**src/rtl/melody_sequencer.sv**
```systemverilog
// rtl/melody_sequencer.sv - turns one-cycle sound requests into a timed four-step note sequence
// with a one-deep pending slot and a silent gap between melodies.
module melody_sequencer #(
  parameter int NOTE_TICKS = 250000,
  parameter int GAP_TICKS  = 50000,
  parameter int NUM_STEPS  = 4
) (
  input  logic       clk,
  input  logic       rst,
  input  logic       req,
  input  logic [3:0] req_code,
  output logic [3:0] note_state,
  output logic [2:0] note_played,
  output logic       busy,
  output logic       done,
  output logic       dropped
);

  localparam int MAX_TICKS = (NOTE_TICKS > GAP_TICKS) ? NOTE_TICKS : GAP_TICKS;
  localparam int CW = (MAX_TICKS > 1) ? $clog2(MAX_TICKS) : 1;
  localparam logic [CW-1:0] NOTE_LAST = CW'(NOTE_TICKS - 1);
  localparam logic [CW-1:0] GAP_LAST  = CW'(GAP_TICKS - 1);
  localparam logic [2:0]    LAST_STEP = 3'(NUM_STEPS);

  typedef enum logic [1:0] {IDLE, PLAY, GAP} state_t;

  state_t        state_q, state_d;
  logic [CW-1:0] tick_q, tick_d;
  logic [3:0]    note_state_d;
  logic [2:0]    note_played_d;
  logic          done_d, dropped_d;
  logic          pend_valid_q, pend_valid_d;
  logic [3:0]    pend_code_q, pend_code_d;

  logic          req_ok, req_coin;
  logic          q_valid, q_drop;
  logic [3:0]    q_code;

  assign req_ok   = req && (req_code != 4'd0) && (req_code <= 4'd6);
  assign req_coin = (req_code <= 4'd3);

  // Pending slot after accepting a request that arrives mid-melody; products outrank coins.
  always_comb begin
    q_valid = pend_valid_q;
    q_code  = pend_code_q;
    q_drop  = 1'b0;
    if (req_ok) begin
      if (!pend_valid_q) begin
        q_valid = 1'b1;
        q_code  = req_code;
      end else if ((pend_code_q <= 4'd3) || !req_coin) begin
        q_code = req_code;
        q_drop = 1'b1;
      end else begin
        q_drop = 1'b1;
      end
    end
  end

  always_comb begin
    state_d       = state_q;
    tick_d        = tick_q;
    note_state_d  = note_state;
    note_played_d = note_played;
    done_d        = 1'b0;
    dropped_d     = 1'b0;
    pend_valid_d  = pend_valid_q;
    pend_code_d   = pend_code_q;
    case (state_q)
      IDLE: begin
        if (req_ok) begin
          state_d       = PLAY;
          note_state_d  = req_code;
          note_played_d = 3'd1;
          tick_d        = '0;
        end
      end
      PLAY: begin
        pend_valid_d = q_valid;
        pend_code_d  = q_code;
        dropped_d    = q_drop;
        if (tick_q == NOTE_LAST) begin
          tick_d = '0;
          if (note_played < LAST_STEP) begin
            note_played_d = note_played + 3'd1;
          end else begin
            state_d       = GAP;
            note_state_d  = 4'd0;
            note_played_d = 3'd0;
            done_d        = 1'b1;
          end
        end else begin
          tick_d = tick_q + 1'b1;
        end
      end
      GAP: begin
        if (tick_q == GAP_LAST) begin
          tick_d = '0;
          if (pend_valid_q) begin
            // Pending melody starts; a request on this same cycle refills the freed slot.
            state_d       = PLAY;
            note_state_d  = pend_code_q;
            note_played_d = 3'd1;
            pend_valid_d  = req_ok;
            pend_code_d   = req_ok ? req_code : 4'd0;
          end else if (req_ok) begin
            state_d       = PLAY;
            note_state_d  = req_code;
            note_played_d = 3'd1;
          end else begin
            state_d = IDLE;
          end
        end else begin
          tick_d       = tick_q + 1'b1;
          pend_valid_d = q_valid;
          pend_code_d  = q_code;
          dropped_d    = q_drop;
        end
      end
      default: state_d = IDLE;
    endcase
  end

  always_ff @(posedge clk or negedge rst) begin
    if (!rst) begin
      state_q      <= IDLE;
      tick_q       <= '0;
      note_state   <= 4'd0;
      note_played  <= 3'd0;
      busy         <= 1'b0;
      done         <= 1'b0;
      dropped      <= 1'b0;
      pend_valid_q <= 1'b0;
      pend_code_q  <= 4'd0;
    end else begin
      state_q      <= state_d;
      tick_q       <= tick_d;
      note_state   <= note_state_d;
      note_played  <= note_played_d;
      busy         <= (state_d != IDLE);
      done         <= done_d;
      dropped      <= dropped_d;
      pend_valid_q <= pend_valid_d;
      pend_code_q  <= pend_code_d;
    end
  end

endmodule

```
**config.mk**
```make
export PLATFORM = sky130hd
export DESIGN_NAME = melody_sequencer
export DESIGN_NICKNAME = d
export VERILOG_FILES = /design/src/rtl/melody_sequencer.sv
export SDC_FILE = /design/constraint.sdc
export NUM_CORES = 1
export LEC_CHECK = 0
export ABC_AREA = 0
export BUFFER_PORTS_ARGS = -buffer_cell sky130_fd_sc_hd__buf_4
export CORE_MARGIN = 2
export CORE_UTILIZATION = 62
export CTS_BUF_LIST = sky130_fd_sc_hd__clkbuf_2 sky130_fd_sc_hd__clkbuf_4 sky130_fd_sc_hd__clkbuf_8
export DETAILED_ROUTE_END_ITERATION = 8
export PLACE_DENSITY = 0.82
export SYNTH_ARGS = -nofsm -noshare
export SYNTH_HDL_FRONTEND = slang
export SYNTH_SLANG_ARGS = --single-unit
```
**constraint.sdc**
```tcl
create_clock -name clk -period 2.9 [get_ports clk]
set_clock_uncertainty 0.15 [all_clocks]
set_input_delay 0.435 -clock clk [delete_from_list [all_inputs] [get_ports clk]]
set_output_delay 0.435 -clock clk [all_outputs]
set_load 0.005 [all_outputs]
```
# --- Yosys cells after proc, flatten, opt, wreduce, memory -nomap -nowiden ---
# Cells that the tools add are included.
totals:
  ff_bits: 35
  output_inout_bits: 10
op_classes:
  mux: 41
  eq_ne: 9
  n_reduce_logical: 13
  addsub: 2
  n_lt_le_gt_ge: 4
op_table:
  columns: ["cell", "n"]
  rows:
  - ["18-bit 2-to-1 mux", 3]
  - ["18-bit case mux with 3 select lines", 1]
  - ["4-bit 2-to-1 mux", 11]
  - ["18-bit by 1-bit adder with 18-bit output, second input constant", 1]
  - ["18-bit by 16-bit == test with 1-bit output, second input constant", 1]
  - ["18-bit == test, second input constant", 1]
  - ["3-bit 2-to-1 mux", 5]
  - ["4-bit case mux with 3 select lines", 1]
  - ["1-bit 2-to-1 mux", 11]
  - ["3-bit case mux with 3 select lines", 1]
  - ["4-bit by 2-bit less-or-equal comparator with 1-bit output, second input constant", 2]
  - ["2-bit 2-to-1 mux", 4]
  - ["2-bit inequality test, second input constant", 4]
  - ["4-bit case mux with 2 select lines", 1]
  - ["2-bit case mux with 3 select lines", 1]
  - ["4-bit by 3-bit less-or-equal comparator with 1-bit output, second input constant", 1]
  - ["1-bit case mux with 2 select lines", 2]
  - ["2-bit AND reduction", 2]
  - ["4-bit AND reduction", 1]
  - ["2-bit nonzero test", 2]
  - ["4-bit nonzero test", 1]
  - ["3-bit by 1-bit adder with 3-bit output, second input constant", 1]
  - ["3-bit < comparator, second input constant", 1]
  - ["3-bit inequality test, second input constant", 1]
  - ["other kinds (8)", 9]

# --- Depth between registers and ports, before layout ---
depth:
  word_depth: 8
  mapped_depth: 8
  depth_no_buf: 7

# --- Least setup slack after synthesis ---
# Ideal clock, no wire load.
synth_timing:
  kind: "reg-to-reg"
  start: "reg state_q[0]"
  end: "reg tick_q[17]"
  slack_ps: 628
  synth_period_minus_slack_ps: 2272
  n_path_buf: 0
  t_arrival_ps: 2044
  path_stages_with_launch: 8
  cell_sequence: "dfrtp_1 > inv_1 > ha_1 > a41o_1 > a2111oi_0 > nand4_1 > xor2_1 > a21oi_1"
synth_via:
  elab_chain_len: 3
synth_lines:
  columns: ["item", "line", "text"]
  rows:
  - ["start, declared", "27", "state_t state_q, state_d;"]
  - ["start signal, assigned", "136", "state_q <= state_d;"]
  - ["2-bit == test, or another cell as far along", "69", "case (state_q)"]
  - ["3-bit nonzero test (no line) / 2-bit inequality test (equally long branches)", null, null]
  - ["2-bit AND reduction (no line)", null, null]
  - ["end signal, assigned", "137", "tick_q <= tick_d;"]
  - ["end, declared", "28", "logic [CW-1:0] tick_q, tick_d;"]
# Parallel ways exist; a longest one is shown, timed or not.
# A chain may end at the register's enable or synchronous reset.

# --- Worst setup path in the final report ---
layout_timing:
  start: "reg tick_q[0]"
  end: "reg busy"
layout_via:
  elab_chain_len: 4
layout_lines:
  columns: ["item", "line", "text"]
  rows:
  - ["18-bit by 16-bit == test with 1-bit output / 18-bit == test (equally long branches)", "97, 82", null]
  - ["2-bit 2-to-1 mux (on tied branches)", "97, 82", null]
  - ["2-bit case mux with 3 select lines (*)", "69", null]
  - ["2-bit nonzero test (*)", "140", "busy <= (state_d != IDLE);"]
  - ["end signal, assigned", "140", null]
  - ["end, declared", "14", "output logic busy,"]
# Every way passes the cells marked *; elsewhere a longest branch is shown, timed or not.

==> metrics.yaml <==
sta:
  fin_crit_sh: 0.872
  tightest_slew_ns: 0.798
  period_needed_ns: 2.53
  finalSetupViolCount: 0
  fmax_mhz: 395
  fin_setup_tns_ns: 0
  finalHoldViolCount: 0
  slew_headroom: 0.464
  rsz0062_at_grt: "false"
  drv_slew: 0
floorplanning:
  die_w_um: 64.1
  initial_core_util: 0.660
  dieArea_um2: 4100
  fp.dieH_um: 64.1
  coreArea_um2: 3390
  rows: 21
  boundaryPins: 17
route:
  wire_per_inst_um: 16.7
  drt-pass1-iter-count: 4
  via_per_inst: 6.43
  drc: 0
  wirelength_mm: 5.23
  vias: 2013
  ant_nets: 0
  detail_route.iter0.violations: 147
logic_synthesis:
  yosysTopAreaCell: "dfrtp_1"
  synth_commonest_cells: "dfrtp_1 (35), nand2_1 (24), clkbuf_1 (14), o21ai_0 (14)"
  synth_area_um2: 2240
  synth_edf_count: 0
  post-synth-top-area-fraction: 0.392
  synth_async_sr_flop_share: 1.00
  synth_ff_type: "dfrtp_1"
  yosys_register_bits: 35
  ys_seq_area_frac: 0.392
  synth_fp_nets: 262
  ys_types: 48
  ys_warn_count: 0
  synth.most_common_cell: "dfrtp_1"
  syn_inst: 249
  synthTopCellsByArea: "dfrtp_1 (39%), o2111ai_1 (5.1%), nand2_1 (4.0%), ha_1 (3.4%), o21ai_0 (3.1%)"
  syn_area_per_cell_um2: 8.98
cts:
  clock-sinks: 35
  cts_buffers: 5
  cts_tree: "yes"
  htreeDepth: 2
  clk_path_buf_depth: 2
  cts_root_buffer: "clkbuf_4"
  clk_latency_ns: 0.36
  clk_pin_slew_ns: 0.12
  cts_setup_buffers: 0
worst_hold_path:
  worstHoldPathType: "in2reg"
worst_setup_path:
  rr_worst_depth: 6
  end_kind: "flop"
  timing.reg2reg.setup_slack_ns: 0.37
  worstPathCellList: "ha_1 -> nand3_2 -> nor4b_4 -> a21boi_4 -> nor4b_1 -> o211ai_1"
  start_kind: "flop"
  worstSetupEndpoint: "busy$_DFF_PN0_"
  critical-path-top-delay-family: "simple AND/OR/NAND/NOR gates"
  crit_path_start: "tick_q[0]$_DFFE_PN0P_"
  crit_type: "reg2reg"
  crit_cells: 6
  cp_num_buf_inv: 0
  crit_slowest_cell: "nor4b_1"
  rr_endpoint: "busy$_DFF_PN0_"
  cp.arrival_ns: 2.59
  reg2reg_from: "tick_q[0]$_DFFE_PN0P_"
  crit_required_ns: 2.97
  critical-path-max-stage-delay_ns: 0.50
  crit_fanout: 27
place:
  place_area_um2: 2420
  place.port_buffers: 16
  dp_hpwl_mm: 3.69
  finalWeightedCongestion: 0.912
global_route:
  groute.usage.overall: 0.275
  grt_max_degree: 36
  grt_first_pass_wirelength_mm: 8.85
  antenna_found_initial: 0
  grt_pass1_vias: 1877
  grt.overflow.total: 0
final_layout:
  nets: 279
  syn_to_final_growth_pct: 13.9
  diodes: 0
  drive_gt1_frac: 0.161
  design_area_um2: 2550
power_and_ir_drop:
  power.share.clock: 0.440
  peakVddDrop_v: 0.000355
  p_sw_w: 0.000208
  p_comb_frac: 0.062
  p_per_area_nw_per_um2: 399
  seqPwrFrac: 0.498
  leakage_nw: 1.08
  swShare: 0.205
  internal_power_w: 0.000808
run:
  maxCapViolCount: 0
status:
  status: "completed"
-- layer usage --
layer  part of all wire  routed length, um  vias to the layer above  track usage
li1                   -                  -                      986            -
met1               0.46               2400                      969        0.363
met2               0.49               2550                       53        0.460
met3              0.045                237                        5       0.0423
met4             0.0086                 45                        0       0.0951
met5                  0                  0                        -            0
-- stage by stage --
stage	std cells	hold WS, ns	util	power, W	setup WS (ns)
finish	313	0.211	0.752	0.00102	0.371
global placement	304	0.255	0.714	0.000576	0.279
floorplan	249	-0.0106	-	0.000547	0.628
detailed placement	304	0.259	0.714	0.000576	0.144
global route	313	0.214	0.752	0.00105	0.163
CTS	313	0.203	0.748	0.00102	0.103
-- power groups by stage --
stage | clock [W] | sequential (W) | combinational (W)
2_1_floorplan | 0 | 0.000513 | 0.0000343
6_report | 0.000447 | 0.000506 | 0.0000630
3_5_place_dp | 0 | 0.000514 | 0.0000618
5_1_grt | 0.000469 | 0.000507 | 0.0000704
3_3_place_gp | 0 | 0.000515 | 0.0000605
4_1_cts | 0.000453 | 0.000506 | 0.0000630
-- cell type report --
type | instances | area (um^2)
Clock buffer | 6 | 45.0
Clock inverter | 2 | 60.1
Sequential cell | 35 | 876
Timing Repair Buffer | 27 | 205
Multi-Input combinational cell | 188 | 1270
Fill cell | 246 | 842
Tap cell | 46 | 57.6
Inverter | 9 | 33.8
-- flip-flops by register name, summed over array words and instances (netlist names) --
signal        flops
state_q           2
busy              1
pend_code_q       4
pend_valid_q      1
note_played       3
note_state        4
done              1
tick_q           18
dropped           1
-- how the worst min path moves through the flow --
stage	startpoint	end	slack (ns)	cells after the start
3_5_place_dp	rst	tick_q[3]$_DFFE_PN0P_	0.26	1
6_report	req_code[1]	pend_code_q[1]$_DFFE_PN0P_	0.21	2
3_3_place_gp	rst	tick_q[3]$_DFFE_PN0P_	0.25	1
5_1_grt	req_code[0]	pend_code_q[0]$_DFFE_PN0P_	0.21	2
2_1_floorplan	rst	busy$_DFF_PN0_	-0.01	0
4_1_cts	req_code[1]	pend_code_q[1]$_DFFE_PN0P_	0.20	2
-- cell families (layout without fill, tap and decap cells) --
group,Yosys count,in the layout,share of synthesized area
mux,2,2,0.00895
buf+inv,26,44,0.0453
xor+xnor,4,4,0.0157
simple gates,96,96,0.234
fa+ha+maj,6,6,0.0336
flops,35,35,0.392
compound gates,80,80,0.271
-- layout by cell type, fill, tap and decap left out, drive strengths merged, types with 3 or more instances in the layout --
| master | count |
|---|---|
| inv | 9 |
| nand4 | 4 |
| o211ai | 8 |
| and3 | 6 |
| nand2 | 24 |
| o21ai | 15 |
| a21oi | 9 |
| ha | 6 |
| a22o | 5 |
| o41ai | 4 |
| nor3 | 6 |
| dfrtp | 35 |
| or2 | 4 |
| nor4 | 4 |
| a21boi | 3 |
| nor2b | 4 |
| nor2 | 13 |
| xor2 | 4 |
| nand3 | 14 |
| clkbuf | 6 |
| nor4b | 3 |
| a32oi | 3 |
| o2111ai | 13 |
| or3 | 5 |
| buf | 26 |
| and2 | 4 |
| o2bb2ai | 4 |
-- worst register-to-register path, stage by stage (launching register included) --
cell and delay (ns):
dfrtp_1 0.40, ha_1 0.22, nand3_2 0.22, nor4b_4 0.50, a21boi_4 0.26, nor4b_1 0.51
o211ai_1 0.13
-- what timing repair did --
item / 4_1_cts / 5_1_grt
hold buffers: 1 / 0
hold endpoints to repair: 35 / 0
resized for setup: 0 / 2
setup endpoints to repair: 0 / 4
No activity file was read; power rests on OpenSTA's default activity.
